### config.mk
export PLATFORM = sky130hd
export DESIGN_NAME = rgb_pwm_ctrl
export DESIGN_NICKNAME = d
export VERILOG_FILES = /design/src/rtl/rgb_pwm_pkg.sv /design/src/rtl/pwm_channel.sv /design/src/rtl/rgb_pwm_ctrl.sv
export SDC_FILE = /design/constraint.sdc
export NUM_CORES = 1
export LEC_CHECK = 0
export ABC_AREA = 1
export BUFFER_PORTS_ARGS = -buffer_cell sky130_fd_sc_hd__buf_2
export CAP_MARGIN = 20
export CORE_MARGIN = 3
export CORE_UTILIZATION = 48
export CTS_CLUSTER_SIZE = 16
export DETAILED_ROUTE_END_ITERATION = 6
export PLACE_DENSITY = 0.67
export REMOVE_ABC_BUFFERS = 1
export SYNTH_ARGS = -nofsm -noshare
export SYNTH_HDL_FRONTEND = slang
export SYNTH_SLANG_ARGS = --single-unit
### constraint.sdc
create_clock -name clk -period 4.3 [get_ports clk]
set_input_delay 0.86 -clock clk [delete_from_list [all_inputs] [get_ports clk]]
set_output_delay 0.86 -clock clk [all_outputs]
set_load 0.05 [all_outputs]
### src/rtl/rgb_pwm_pkg.sv
// Shared mode encoding and FSM state type for the RGB PWM LED controller.
package rgb_pwm_pkg;

   localparam logic [1:0] MODE_OFF     = 2'd0;
   localparam logic [1:0] MODE_SOLID   = 2'd1;
   localparam logic [1:0] MODE_BLINK   = 2'd2;
   localparam logic [1:0] MODE_BREATHE = 2'd3;

   typedef enum logic [2:0] {
      S_OFF       = 3'd0,
      S_SOLID     = 3'd1,
      S_BLINK_ON  = 3'd2,
      S_BLINK_OFF = 3'd3,
      S_BREATHE   = 3'd4
   } state_t;

   function automatic state_t entry_state(input logic [1:0] m);
      case (m)
         MODE_SOLID:   return S_SOLID;
         MODE_BLINK:   return S_BLINK_ON;
         MODE_BREATHE: return S_BREATHE;
         default:      return S_OFF;
      endcase
   endfunction

endpackage

### src/rtl/pwm_channel.sv
// One LED channel: duty compare against the shared PWM counter and registered pin drive.
module pwm_channel #(
   parameter int PWM_BITS   = 8,
   parameter bit ACTIVE_LOW = 1'b1
) (
   input  logic                clk,
   input  logic                rst_n,
   input  logic [PWM_BITS-1:0] pwm_cnt,
   input  logic [PWM_BITS-1:0] eff_duty,
   output logic                led
);

   logic lit;
   logic led_d, led_q;

   // All-ones duty must stay lit through the last count of the period as well.
   always_comb begin
      lit   = (eff_duty == '1) || (pwm_cnt < eff_duty);
      led_d = lit ^ ACTIVE_LOW;
   end

   always_ff @(posedge clk or negedge rst_n) begin
      if (!rst_n) led_q <= ACTIVE_LOW;
      else        led_q <= led_d;
   end

   assign led = led_q;

endmodule

### src/rtl/rgb_pwm_ctrl.sv
// RGB LED PWM controller: shared prescaler, PWM counter and mode FSM driving N_CH channels.
// Optional BREATHE ramp/multiplier enabled by macro RGB_PWM_BREATHE_EN.
//
// state       | meaning
// S_OFF       | all channels dark
// S_SOLID     | latched duty on every period
// S_BLINK_ON  | latched duty, counting BLINK_PERIODS periods
// S_BLINK_OFF | dark, counting BLINK_PERIODS periods
// S_BREATHE   | latched duty scaled by triangle ramp
module rgb_pwm_ctrl
   import rgb_pwm_pkg::*;
#(
   parameter int N_CH          = 3,
   parameter int PWM_BITS      = 8,
   parameter int PRESCALE      = 64,
   parameter int BLINK_PERIODS = 128,
   parameter bit ACTIVE_LOW    = 1'b1
) (
   input  logic                     clk,
   input  logic                     rst_n,
   input  logic [1:0]               mode,
   input  logic [N_CH*PWM_BITS-1:0] duty,
   output logic [N_CH-1:0]          led,
   output logic                     period_start
);

   localparam int PS_W = (PRESCALE > 1) ? $clog2(PRESCALE) : 1;
   localparam int BL_W = (BLINK_PERIODS > 1) ? $clog2(BLINK_PERIODS) : 1;
   localparam logic [PS_W-1:0] PS_LAST = PS_W'(PRESCALE - 1);
   localparam logic [BL_W-1:0] BL_LAST = BL_W'(BLINK_PERIODS - 1);

   logic [PS_W-1:0]          presc_d, presc_q;
   logic                     tick;
   logic [PWM_BITS-1:0]      pwm_cnt_d, pwm_cnt_q;
   logic [N_CH*PWM_BITS-1:0] duty_lat_d, duty_lat_q;
   logic [1:0]               mode_in, mode_d, mode_q;
   state_t                   state_d, state_q;
   logic [BL_W-1:0]          blink_cnt_d, blink_cnt_q;
   logic [N_CH*PWM_BITS-1:0] eff_duty;

   always_comb begin
      tick         = (presc_q == PS_LAST);
      presc_d      = tick ? '0 : presc_q + 1'b1;
      pwm_cnt_d    = tick ? pwm_cnt_q + 1'b1 : pwm_cnt_q;
      period_start = tick && (pwm_cnt_q == '1);
   end

`ifdef RGB_PWM_BREATHE_EN
   assign mode_in = mode;
`else
   // Without the breathe hardware, BREATHE is treated as the same mode as SOLID.
   assign mode_in = (mode == MODE_BREATHE) ? MODE_SOLID : mode;
`endif

   always_comb begin
      state_d     = state_q;
      mode_d      = mode_q;
      duty_lat_d  = duty_lat_q;
      blink_cnt_d = blink_cnt_q;
      if (period_start) begin
         duty_lat_d = duty;
         mode_d     = mode_in;
         if (mode_in != mode_q) begin
            state_d     = entry_state(mode_in);
            blink_cnt_d = '0;
         end else if (state_q == S_BLINK_ON || state_q == S_BLINK_OFF) begin
            if (blink_cnt_q == BL_LAST) begin
               blink_cnt_d = '0;
               state_d     = (state_q == S_BLINK_ON) ? S_BLINK_OFF : S_BLINK_ON;
            end else begin
               blink_cnt_d = blink_cnt_q + 1'b1;
            end
         end
      end
   end

   always_ff @(posedge clk or negedge rst_n) begin
      if (!rst_n) begin
         presc_q     <= '0;
         pwm_cnt_q   <= '0;
         duty_lat_q  <= '0;
         mode_q      <= MODE_OFF;
         state_q     <= S_OFF;
         blink_cnt_q <= '0;
      end else begin
         presc_q     <= presc_d;
         pwm_cnt_q   <= pwm_cnt_d;
         duty_lat_q  <= duty_lat_d;
         mode_q      <= mode_d;
         state_q     <= state_d;
         blink_cnt_q <= blink_cnt_d;
      end
   end

`ifdef RGB_PWM_BREATHE_EN
   logic [PWM_BITS-1:0]   ramp_d, ramp_q;
   logic                  ramp_up_d, ramp_up_q;
   logic [2*PWM_BITS-1:0] prod;

   // Triangle ramp: direction flips on reaching either end so each end is held one period.
   always_comb begin
      ramp_d    = ramp_q;
      ramp_up_d = ramp_up_q;
      if (period_start) begin
         if (mode_in != mode_q) begin
            ramp_d    = '0;
            ramp_up_d = 1'b1;
         end else if (state_q == S_BREATHE) begin
            if (ramp_up_q) begin
               ramp_d = ramp_q + 1'b1;
               if (ramp_d == '1) ramp_up_d = 1'b0;
            end else begin
               ramp_d = ramp_q - 1'b1;
               if (ramp_d == '0) ramp_up_d = 1'b1;
            end
         end
      end
   end

   always_ff @(posedge clk or negedge rst_n) begin
      if (!rst_n) begin
         ramp_q    <= '0;
         ramp_up_q <= 1'b1;
      end else begin
         ramp_q    <= ramp_d;
         ramp_up_q <= ramp_up_d;
      end
   end
`endif

   always_comb begin
      eff_duty = '0;
`ifdef RGB_PWM_BREATHE_EN
      prod = '0;
`endif
      for (int i = 0; i < N_CH; i++) begin
         case (state_q)
            S_SOLID, S_BLINK_ON: eff_duty[i*PWM_BITS +: PWM_BITS] = duty_lat_q[i*PWM_BITS +: PWM_BITS];
`ifdef RGB_PWM_BREATHE_EN
            S_BREATHE: begin
               prod = {{PWM_BITS{1'b0}}, duty_lat_q[i*PWM_BITS +: PWM_BITS]} * {{PWM_BITS{1'b0}}, ramp_q};
               eff_duty[i*PWM_BITS +: PWM_BITS] = PWM_BITS'(prod >> PWM_BITS);
            end
`endif
            default: eff_duty[i*PWM_BITS +: PWM_BITS] = '0;
         endcase
      end
   end

   for (genvar g = 0; g < N_CH; g++) begin : g_ch
      pwm_channel #(
         .PWM_BITS   (PWM_BITS),
         .ACTIVE_LOW (ACTIVE_LOW)
      ) u_ch (
         .clk      (clk),
         .rst_n    (rst_n),
         .pwm_cnt  (pwm_cnt_q),
         .eff_duty (eff_duty[g*PWM_BITS +: PWM_BITS]),
         .led      (led[g])
      );
   end

endmodule

## After elaboration in Yosys (flattened, before gate mapping)

Cells that the tools add are included.

- Bits in registers: 53
- Input port bits: 28
- Output and inout bits: 4
- Logic and storage cells: 55

- $add $sub $neg: 3
- $lt $le $gt $ge: 3
- Equality and inequality tests: 14
- Mux-type cells: 13
- Bitwise logic cells: 3
- Reduce and logical (&&, ||, !) cells: 10

Operator list:

| operator | count |
|---|---|
| $eq A8 B8 Y1 const B | 4 |
| $lt A8 B8 Y1 | 3 |
| $mux W8 | 3 |
| $mux W7 | 3 |
| $mux W3 | 3 |
| $pmux W3 S3 | 1 |
| $add A8 B1 Y8 const B | 1 |
| $add A7 B1 Y7 const B | 1 |
| $eq A7 B7 Y1 const B | 1 |
| $add A6 B1 Y6 const B | 1 |
| $eq A2 B2 Y1 const B | 3 |
| $eq A3 B2 Y1 const B | 2 |
| $eq A6 B6 Y1 const B | 1 |
| $mux W6 | 1 |
| $logic_or A1 B1 Y1 | 4 |
| $reduce_bool A2 Y1 | 2 |
| $eq A3 B1 Y1 const B | 1 |
| $not A1 Y1 | 3 |
| $reduce_and A3 Y1 | 1 |
| $eq A2 B1 Y1 const B | 1 |
| $mux W2 | 1 |
| $ne A2 B2 Y1 | 1 |
| $reduce_and A2 Y1 | 1 |
| $reduce_or A2 Y1 | 1 |
| other kinds (2) | 2 |

## Logic depth before layout (Yosys ltp)

- Word-level depth: 6
- Gate-level depth with buffers: 13
- Depth with buffers taken out: 11

## Modules after synthesis

A second synthesis with hierarchy kept.

- Cells, all modules: 411
- Area total of the unflattened synthesis: 3125.5 µm²

By module, submodules not included:

| module | times used | cells each | area an instance (µm²) | sequential area each (µm²) |
|---|---|---|---|---|
| rgb_pwm_ctrl | 1 | 297 | 2397.3 | 1251.2 |
| pwm_channel | 3 | 38 | 242.7 | 26.3 |

## Worst setup path after synthesis

OpenSTA, ideal clock, no wires.

- Path kind: register to output
- From: register presc_q[0]
- To: output port period_start
- Arrival: 1641 ps
- Data required time: 3440 ps
- Path slack: 1799 ps
- Cell stages (with the launch flop): 9
- Path buffers: 1
- Cells stage by stage: dfrtp_1 ha_1 nand2_1 nor2_4 nand3_4 nor2_2 nand3_2 buf_2 inv_1

- Cells in the longest elaborated chain, start to end: 2

Ends and longest elaborated chain:

| element | line | source |
|---|---|---|
| start, declared | rgb_pwm_ctrl.sv:32 | `logic [PS_W-1:0] presc_d, presc_q;` |
| start signal, assigned | rgb_pwm_ctrl.sv:86 | `presc_q <= presc_d;` |
| $eq A6 B6 Y1 | rgb_pwm_ctrl.sv:42 | `tick = (presc_q == PS_LAST);` |
| $logic_and A1 B1 Y1 | rgb_pwm_ctrl.sv:45 | `period_start = tick && (pwm_cnt_q == '1);` |
| end, declared | rgb_pwm_ctrl.sv:24 | `output logic period_start` |

Every way passes these cells.

## Worst setup path after layout

Same ends and word-level chain as after synthesis.

==> results.md <==
* Status: finished clean
* WHS Path Cells at 1
* RSZ-0062 raised after global routing: false
* Die Y at 84.20 um
* Clock latency on the worst-skew pair at 0.31 ns
* Max Fclk at 367.4 MHz
* Flop pwr share at 60.2%
* Overflow after GRT at 0
* Share of cells above drive strength 1 at 14.07%
* RePlAce Congestion at 0.7780
* Sw Share at 24.06%
* Crit. path cell count at 8
* Slowest stage delay, CP at 0.39 ns
* P_sw at 0.0001990 W
* Total GRT Usage at 17.81%
* Die area at 7090 sq um
* WP buf/inv at 2
* Yosys Warn Count at 0
* Post-synthesis async set-or-reset flop share at 100.0%
* Routed wire length at 5949 um
* Largest net degree at the start of global routing at 31
* Vias in the first global route at 2,258
* Post-synth EDFFs at 0
* Hold Buf Count CTS at 0
* Slew Viols, Final at 0
* Initial core utilization at 51.41%
* Final Hold Fails at 0
* HP Class: reg2reg
* Vias at 2,332
* Total CTS buffers at 5
* Synth-to-layout area growth at 9.932%
* Library cells used by synthesis at 29
* Global-route wire length before repair at 10,400 um
* Pwr/cell area at 256.3 nW/um^2
* R2R depth at 10
* Slowest CP cell: dfrtp_1
* Postcts setup bufs at 0
* Vias/cell at 5.037
* Post-Syn Instances at 360
* Post-synthesis sequential area ratio at 45.31%
* Top-count cell post-synth: nand2_1
* Post-Syn Area at 2935 sq um
* CTS Root Cell: clkbuf_8
* Register bit total from synthesis at 53
* Clock transition at path regs at 0.11 ns
* PortBufs at 31
* Worst-Margin Slew at 0.7613 ns
* Slew margin rel. at 49.12%
* Site row count at 27
* Max Cap Violations at 0
* Pint at 0.0006282 W
* Syn_area_per_cell at 8.154 sq um
* Pleak at 1.679 nW
* Critical Setup Path Class: reg2out
* Antenna violations before repair at 0
* Max IR drop VDD at 0.1631 mV
* Clk pwr share at 36.4%
* # DRC at 0
* Number of DRC markers in iteration 0 at 79
* Critical-path maximum fanout at 7
* Crit-path cells: ha_1 > nand2_1 > nor2_4 > nand3_4 > nor2_2 > nand3_2 > inv_1 > buf_2
* Core area at 5709 sq um
* Number of nets in the layout at 442
* CTS resizes at 0
* Comb pwr share at 3.4%
* Sum Neg Setup Slack at 0 ns
* Primary FF master, synth: dfrtp_1
* CTS max path bufs at 2
* Crit path DAT at 1.86 ns
* CP top delay family: simple AND/OR/NAND/NOR gates
* Antenna cells at 0
* Io pins at 32
* Wirelength per Cell at 12.85 um
* Post-DP HPWL at 4313 um
* Die Wd at 84.20 um
* CTS Sinks at 53
* Top area cells in the synthesized netlist: dfrtp_1 (43%), nand2_1 (20%), ha_1 (10%)
* Fin crit period at 2.722 ns
* Critical path endpoint category: output port
* Most instantiated cells after synthesis: nand2_1 (156), dfrtp_1 (50), ha_1 (24)
* Period utilisation layout at 63.29%
* Util after Layout at 56.52%
* Detail Route Antenna Nets at 0
* DR pass1 iterations at 4
* Top-area cell type share of the netlist area at 42.63%
* Layout Skew at 0.009429 ns
* Area leader, netlist: dfrtp_1
* Critical path launch point type: register
* CTS tree: built
* Worst Path Required at 3.44 ns
* H-tree depth at 2
* Setup Viol. Count Final at 0
==> registers in the layout, summed over array words and instances, names as in the netlist <==
signal and cells:
presc_q 6, state_q 3, mode_q 2, g_ch.u_ch.led 3
duty_lat_q 24, pwm_cnt_q 8, blink_cnt_q 7
==> path summary, 6_finish.rpt <==
check                           start              to  slack (ns)
min reg2reg                presc_q[0]      presc_q[0]        0.47
max                        presc_q[0]    period_start        1.58
min                        presc_q[0]      presc_q[0]        0.47
max in group asynchronous       rst_n  blink_cnt_q[6]        2.94
min in group asynchronous       rst_n  duty_lat_q[22]        0.58
max reg2reg                presc_q[0]  blink_cnt_q[5]        1.95
==> power by group through the flow <==
stage          Combinational, W  Clock [W]  Sequential (W)
2_1_floorplan        0.00000453          0        0.000508
3_3_place_gp          0.0000286          0        0.000508
3_5_place_dp          0.0000288          0        0.000508
4_1_cts               0.0000289   0.000306        0.000498
5_1_grt               0.0000325   0.000330        0.000498
6_report              0.0000279   0.000301        0.000498
==> kinds of logic after synthesis <==
| group | after synthesis | synth area share (%) |
|---|---|---|
| fa+ha+maj | 24 | 10.23 |
| buf+inv | 35 | 5.456 |
| xor+xnor | 14 | 4.177 |
| simple gates | 206 | 29.63 |
| compound gates | 28 | 5.200 |
| flops | 53 | 45.31 |
==> cells in the final DEF, fill, tap and decap left out, types with 2 or more instances in the layout <==
cell type  synthesis  final
a211oi_1           3      3
a21oi_1           11     11
buf_2              5     31
buf_4              4      3
clkbuf_8           0      5
dfrtp_1           50     50
dfstp_2            3      3
ha_1              24     24
inv_1             23     23
inv_6              0      2
nand2_1          156    156
nand2_2            2      2
nand3_1            9      9
nand3_2            2      2
nand4_1            8      8
nor2_1            19     19
nor3_1             5      5
o21ai_0            7      7
o21ai_1            5      5
xnor2_1            6      6
xor2_1             8      8
==> through the flow <==
stage | power (W) | instance area (sq um) | setup WS [ns] | std cells | hold WS, ns
global placement | 0.0005365 | 3133 | 1.954 | 455 | 0.4435
floorplan | 0.0005126 | 2865 | 1.704 | 349 | 0.4329
CTS | 0.0008329 | 3227 | 1.560 | 463 | 0.4772
finish | 0.0008272 | 3227 | 1.578 | 463 | 0.4706
global route | 0.0008612 | 3227 | 1.462 | 463 | 0.5076
detailed placement | 0.0005367 | 3133 | 1.919 | 455 | 0.4621
==> area by class of cell <==
class | count | area (sq um)
tap | 72 | 90.09
timing repair buffer | 34 | 177.7
multi-input combinational | 272 | 1445
clock inverter | 3 | 25.02
sequential | 53 | 1330
fill | 556 | 2482
inverter | 24 | 90.09
clock buffer | 5 | 68.82
==> worst reg2reg max path, cell delays in order (launching register included) <==
cell and delay [ns]:
dfrtp_1 0.39, ha_1 0.19, nand2_1 0.09, nor2_4 0.13
nand3_4 0.14, nor3b_4 0.57, buf_4 0.35, nand2_2 0.20
inv_1 0.12, nand2_1 0.06, nand2_1 0.06
==> metal layers <==
layer / share of wire [%] / global-route usage (%)
met2: 47 / 29.63
met1: 49 / 24.59
met4: 0.32 / 2.632
met3: 4.0 / 3.729
met5: 0 / 0
Power figures use the tool's default switching activity.
